==> config.mk <==
export PLATFORM = sky130hd
export DESIGN_NAME = mem_ctrl
export DESIGN_NICKNAME = d
export VERILOG_FILES = /design/src/rtl/mem_ctrl.sv
export SDC_FILE = /design/constraint.sdc
export NUM_CORES = 1
export LEC_CHECK = 0
export ABC_AREA = 1
export CORE_MARGIN = 4
export CORE_UTILIZATION = 40
export DETAILED_ROUTE_END_ITERATION = 12
export PLACE_DENSITY_LB_ADDON = 0.12
export SYNTH_ARGS = -nofsm -noshare
export SYNTH_HDL_FRONTEND = slang
export SYNTH_SLANG_ARGS = --single-unit
export TNS_END_PERCENT = 30
==> constraint.sdc <==
create_clock -name clk -period 2.5 [get_ports clk]
set_clock_uncertainty 0.05 [all_clocks]
set_input_delay 0.5 -clock clk [delete_from_list [all_inputs] [get_ports clk]]
set_output_delay 0.5 -clock clk [all_outputs]
set_load 0.05 [all_outputs]
==> src/rtl/mem_ctrl.sv <==
// mem_ctrl: load/store access controller between MEM and the data bus.
// Drives a req/ack bus, stalls the pipeline, returns extended load data.
module mem_ctrl #(
    parameter int unsigned TIMEOUT = 15
) (
    input  logic        clk,
    input  logic        rst,
    input  logic        mem_en_i,
    input  logic        mem_we_i,
    input  logic [1:0]  mem_size_i,
    input  logic        mem_sext_i,
    input  logic [31:0] mem_addr_i,
    input  logic [31:0] mem_wdata_i,
    output logic        bus_req_o,
    output logic        bus_we_o,
    output logic [31:0] bus_addr_o,
    output logic [3:0]  bus_be_o,
    output logic [31:0] bus_wdata_o,
    input  logic        bus_ack_i,
    input  logic [31:0] bus_rdata_i,
    output logic        stall_req_o,
    output logic        done_o,
    output logic [31:0] rdata_o,
    output logic        adel_o,
    output logic        ades_o,
    output logic        bus_err_o
);

    typedef enum logic [1:0] {
        IDLE = 2'd0,
        REQ  = 2'd1,
        DONE = 2'd2
    } state_e;

    localparam logic [7:0] CNT_LAST = 8'(TIMEOUT - 1);

    state_e      state_q, state_d;
    logic [31:0] addr_q, addr_d;
    logic        we_q, we_d;
    logic [3:0]  be_q, be_d;
    logic [31:0] wdata_q, wdata_d;
    logic [1:0]  size_q, size_d;
    logic        sext_q, sext_d;
    logic [1:0]  off_q, off_d;
    logic [7:0]  cnt_q, cnt_d;
    logic [31:0] rdata_q, rdata_d;
    logic        adel_q, adel_d;
    logic        ades_q, ades_d;
    logic        err_q, err_d;

    logic        misal;
    logic [3:0]  be_new;
    logic [31:0] wdata_new;
    logic [7:0]  ld_byte;
    logic [15:0] ld_half;
    logic [31:0] ld_ext;

    // Alignment check, byte enables and lane-replicated store data
    always_comb begin
        misal     = 1'b0;
        be_new    = 4'b1111;
        wdata_new = mem_wdata_i;
        unique case (mem_size_i)
            2'b00: begin
                be_new    = 4'b0001 << mem_addr_i[1:0];
                wdata_new = {4{mem_wdata_i[7:0]}};
            end
            2'b01: begin
                misal     = mem_addr_i[0];
                be_new    = mem_addr_i[1] ? 4'b1100 : 4'b0011;
                wdata_new = {2{mem_wdata_i[15:0]}};
            end
            default: begin
                misal = (mem_addr_i[1:0] != 2'b00);
            end
        endcase
    end

    // Lane select and sign/zero extension of the returned read word
    always_comb begin
        unique case (off_q)
            2'd0:    ld_byte = bus_rdata_i[7:0];
            2'd1:    ld_byte = bus_rdata_i[15:8];
            2'd2:    ld_byte = bus_rdata_i[23:16];
            default: ld_byte = bus_rdata_i[31:24];
        endcase
        ld_half = off_q[1] ? bus_rdata_i[31:16] : bus_rdata_i[15:0];
        unique case (size_q)
            2'b00:   ld_ext = {{24{sext_q & ld_byte[7]}}, ld_byte};
            2'b01:   ld_ext = {{16{sext_q & ld_half[15]}}, ld_half};
            default: ld_ext = bus_rdata_i;
        endcase
    end

    // Next-state logic and latching of the access attributes
    always_comb begin
        state_d = state_q;
        addr_d  = addr_q;
        we_d    = we_q;
        be_d    = be_q;
        wdata_d = wdata_q;
        size_d  = size_q;
        sext_d  = sext_q;
        off_d   = off_q;
        cnt_d   = cnt_q;
        rdata_d = rdata_q;
        adel_d  = 1'b0;
        ades_d  = 1'b0;
        err_d   = 1'b0;
        unique case (state_q)
            IDLE: begin
                if (mem_en_i) begin
                    if (misal) begin
                        state_d = DONE;
                        adel_d  = ~mem_we_i;
                        ades_d  = mem_we_i;
                        rdata_d = '0;
                    end else begin
                        state_d = REQ;
                        addr_d  = {mem_addr_i[31:2], 2'b00};
                        we_d    = mem_we_i;
                        be_d    = be_new;
                        wdata_d = wdata_new;
                        size_d  = mem_size_i;
                        sext_d  = mem_sext_i;
                        off_d   = mem_addr_i[1:0];
                        cnt_d   = '0;
                    end
                end
            end
            REQ: begin
                if (bus_ack_i) begin
                    state_d = DONE;
                    rdata_d = we_q ? 32'd0 : ld_ext;
                end else if (cnt_q == CNT_LAST) begin
                    state_d = DONE;
                    err_d   = 1'b1;
                    rdata_d = '0;
                end else begin
                    cnt_d = cnt_q + 8'd1;
                end
            end
            DONE: begin
                state_d = IDLE;
            end
            default: begin
                state_d = IDLE;
            end
        endcase
    end

    // State and datapath registers, cleared asynchronously
    always_ff @(posedge clk or negedge rst) begin
        if (!rst) begin
            state_q <= IDLE;
            addr_q  <= '0;
            we_q    <= 1'b0;
            be_q    <= '0;
            wdata_q <= '0;
            size_q  <= '0;
            sext_q  <= 1'b0;
            off_q   <= '0;
            cnt_q   <= '0;
            rdata_q <= '0;
            adel_q  <= 1'b0;
            ades_q  <= 1'b0;
            err_q   <= 1'b0;
        end else begin
            state_q <= state_d;
            addr_q  <= addr_d;
            we_q    <= we_d;
            be_q    <= be_d;
            wdata_q <= wdata_d;
            size_q  <= size_d;
            sext_q  <= sext_d;
            off_q   <= off_d;
            cnt_q   <= cnt_d;
            rdata_q <= rdata_d;
            adel_q  <= adel_d;
            ades_q  <= ades_d;
            err_q   <= err_d;
        end
    end

    // Stall is combinational so a new access freezes in its arrival cycle
    assign stall_req_o = rst & ((mem_en_i & (state_q == IDLE))
                                | (state_q == REQ));
    assign bus_req_o   = (state_q == REQ);
    assign bus_we_o    = we_q;
    assign bus_addr_o  = addr_q;
    assign bus_be_o    = be_q;
    assign bus_wdata_o = wdata_q;
    assign done_o      = (state_q == DONE);
    assign rdata_o     = rdata_q;
    assign adel_o      = adel_q;
    assign ades_o      = ades_q;
    assign bus_err_o   = err_q;

endmodule

Word-level counts from Yosys, hierarchy flattened:

Index checks and enable logic that the tools add are counted.

* register bits: 117
* input bits: 104
* output and inout bits: 107

* add/subtract/negate cells: 1
* equality and inequality tests: 13
* shifts and indexed selects: 1
* muxes and demuxes: 32
* bitwise logic cells: 7
* reductions and logical operators: 10

Operator list (number)
* case mux 32 bit (2 select lines): 3
* two-way mux 32 bit: 5
* two-way mux 8 bit: 4
* case mux 8 bit (3 select lines): 1
* two-way mux 16 bit: 1
* case mux 8 bit (2 select lines): 1
* inequality test 2 bit, second input constant: 5
* two-way mux 1 bit: 9
* adder 8 x 1 -> 8 bit, second input constant: 1
* == test 2 x 1 -> 1 bit, second input constant: 4
* == test 8 x 4 -> 1 bit, second input constant: 1
* zero test 2 bit: 4
* two-way mux 2 bit: 4
* case mux 4 bit (2 select lines): 1
* AND reduction 5 bit: 1
* bitwise AND 1 bit: 4
* == test 2 bit, second input constant: 2
* two-way mux 4 bit: 1
* case mux 2 bit (2 select lines): 1
* AND reduction 4 bit: 1
* nonzero test 2 bit: 2
* << shifter 1 x 2 -> 4 bit, first input constant: 1
* inequality test 3 x 1 -> 1 bit, second input constant: 1
* AND reduction 3 bit: 1
* 4 further kinds: 5

Longest topological paths before layout:

* word-level depth: 7
* gate-level depth with buffers: 10
* depth with buffers taken out: 9

Least setup slack after synthesis:

No wires, ideal clock.

* kind: reg2out
* start: register state_q[0]
* end: output stall_req_o
* arrival: 1800 ps
* required time: 1950 ps
* path slack: 150 ps
* stages on the path, launching flop included: 4
* path buffers: 0
* path through: dfrtp_1 -> nor2_2 -> nand2_1 -> a21boi_0

* word-level cells in the longest chain between the ends: 4
* elaborated cells between the ends (all ways): 5
* those cells by class: eq/ne: 1; bitwise: 3; reduce/logical: 1

Ends and longest elaborated chain
* start, declared: line 37 `state_e state_q, state_d;`
* start signal, assigned: line 169 `state_q <= state_d;`
* zero test 2 bit: line 186 `assign stall_req_o = rst & ((mem_en_i & (state_q == IDLE))`
* bitwise AND 1 bit: line 186
* OR 1 bit (*): line 187 `| (state_q == REQ));`
* bitwise AND 1 bit (*): line 186
* end, declared: line 21 `output logic stall_req_o,`

Every way passes the cells marked *; elsewhere a longest branch is shown, timed or not.

Worst setup path after layout:

* start: register state_q[0]
* end: output done_o

* word-level cells in the longest chain between the ends: 1

Ends and longest elaborated chain
* == test 2 bit: line 193 `assign done_o = (state_q == DONE);`
* end, declared: line 22 `output logic done_o,`

Every way passes these cells.

==> flow_summary.toml <==
[yosys]
yosysTopAreaCell = "dfrtp_1"
synth-async-reset-ratio = 1.00
synth_warnings = 0
synthXorXnorAreaFrac = 0.00449
yosys-top-cells-area = "dfrtp_1 50%, nand2_1 20%, o21ai_0 3.8%"
yosys-top-cells-count = "310 x nand2_1, 117 x dfrtp_1, 48 x nor2_1, 45 x o21ai_0, 43 x a21oi_1"
synthFlopType = "dfrtp_1"
synth-simple-area-share = 0.309
synthAdderAreaFrac = 0.00427
ys_types = 38
synth-seq-cells = 117
yosysMostFrequentCell = "nand2_1"
synth.avg_cell_area_um2 = 7.84
netlist_instances = 747
synth_edf_count = 0
synth_top_family_by_area = "simple AND/OR/NAND/NOR gates"
synthMuxAreaShare = 0.00171
netlist_area_um2 = 5860
synth_top_area_share = 0.500
synth_compound_area_frac = 0.111
ys_seq_area_frac = 0.500

[placement]
port_buffers = 208
dpl.cell_count = 1113
hpwl_um = 12400
globalplace.congestion = 0.892

[pwr]
seq_power_share = 0.253
vdd_drop_max_mv = 0.920
swShare = 0.481
p_comb_frac = 0.550
internal_power_mw = 6.58
leakagePower_nw = 4.22
powerDensity_nw_per_um2 = 1460
p_switching_mw = 6.10
p_clk_frac = 0.196
total_power_mw = 12.7

[layout]
area.growth.synth_to_final_pct = 48.2
antenna_cells = 0
final_util = 0.616
n_fill_cell = 1297
drive_gt1_frac = 0.0964
final_cells = 1145
final_nets = 1058

[global_routing]
grt-ovfl-total = 0
antenna_found_initial = 0
grt_pass1_wl_um = 27900
grt_use_total = 0.212
grt_max_degree = 118
grt_pass1_vias = 5467

[timing]
tightestPinTransition_ps = 639
tns_ps = 0
fmaxAchievable_mhz = 425
rsz0062_at_grt = "false"
hold_viol = 0
finalCritPeriodShare = 0.941
min_period_ps = 2350
final_max_slew_viol_count = 0
setup_viol = 0
max-slew-margin-rel = 0.574

[die]
die_area_um2 = 16600
die_h_um = 129
start_util = 0.415
io_pins = 211
rows = 43
die_w_um = 129
fp.coreArea_um2 = 14100

[clocking]
clk_path_buf_depth = 2
clk_pin_slew_ps = 50
cts_made_buffers = 17
clockRootBuffer = "clkbuf_16"
cts_max_level = 4
cts_tree = "built"
clock-sinks = 117
insertion_delay_ps = 410
post_cts_buffers = 0

[critical_path]
timing.rr.start = "off_q[1]"
cp.arrival_ps = 1800
worst_setup_path_start_kind = "flop"
criticalPathCategory = "reg2out"
cp.required_ps = 1950
reg2regPathDepth = 8
path_buf_inv = 1
r2r_end = "rdata_o[18]"
cpLargestDelayFamily = "buffers and inverters"
slowest_stage = "clkdlybuf4s50_1"
cp_slowest_stage_delay_ps = 830
crit_start = "state_q[0]"
r2r_setup_slack_ps = 780
cp_cell_sequence = "nor2_1, clkdlybuf4s50_1"
end_kind = "output port"
path_max_fanout = 3

[route]
ant_nets = 0
drc = 0
vias = 5602
via_per_inst = 4.89
dr.pass1.iters = 5
drt-total-wl_um = 17300
dr.first_iter.drc_count = 363
wire_per_inst_um = 15.1

[run]
maxCapViolations = 0

[worst_hold_path]
hold_class = "in2async"

[outcome]
status = "completed"
power groups by stage:
stage               registers (mW)  logic [mW]  clock network, mW
finish                        3.21        6.98               2.49
global route                  3.33        7.46               2.63
CTS                           3.22        7.03               2.54
detailed placement            3.22        7.02                  0
global placement              3.22        6.99                  0
floorplan                     5.74        2.21                  0
worst reg2reg max path: cells and delay by family, from the launching register on:
kind            cells  cell delay (ps)
compound gates      1               90
buf+inv             2              410
simple gates        5              710
flops               1              350
per-layer routing:
metal	routed length, um	up-vias	global-route usage
met4	411	0	0.0772
li1	-	2780	-
met2	7710	219	0.316
met5	0	-	0
met3	1760	28	0.0809
met1	7450	2575	0.284
cell type report:
type	instances	area [um^2]	share of cell area
flip-flops and latches	117	2930	0.337
multi-input cells	556	2530	0.291
repair buffers	222	2240	0.258
clock buffers	23	478	0.0551
well taps	180	225	0.0259
inverters	38	150	0.0173
clock inverters	9	125	0.0144
metrics by stage:
step                area, um^2  worst slack [ps]  hold WS [ps]
finish                    8680               148           123
global route              8680              81.6           177
CTS                       8680               116           186
detailed placement        8080               226           414
global placement          8080               282           411
floorplan                 5860               150           154
how the worst max path moves through the flow:
stage                                 end  cells past startpoint
after floorplan               stall_req_o                      3
after CTS                          done_o                      2
after global routing               done_o                      3
after global placement        bus_be_o[1]                      8
final                              done_o                      2
after detailed placement  bus_wdata_o[16]                      8
flip-flops by register name, summed over array words and instances, names as in the netlist:
signal	flops
size_q	2
bus_err_o	1
off_q	2
sext_q	1
state_q	2
bus_addr_o	30
adel_o	1
cnt_q	8
rdata_o	32
bus_we_o	1
bus_wdata_o	32
ades_o	1
bus_be_o	4
logic make-up after synthesis:
logic type      Yosys count
mux                       1
fa+ha+maj                 2
buf+inv                  75
compound gates          116
flops                   117
xor+xnor                  3
simple gates            432
other cells               1
what timing repair did:
action                     CTS  global route
setup endpoints to repair    1             0
resized for setup            1             0
hold buffers                 0             0
cells in the final DEF (no fill, tap or decap), drive strengths merged, types with 2 or more instances in the layout:
master         count
nand2            336
o21a               3
ha                 2
conb               2
a22oi              2
nand3             38
nor2              50
clkinv             5
o21ai             60
xor2               3
clkinvlp           2
bufinv             3
dfrtp            117
buf               16
clkbuf            23
a21oi             45
nand4              4
o211ai             4
inv               37
nor3               3
clkdlybuf4s50    205
No activity file was read; power rests on OpenSTA's default activity.
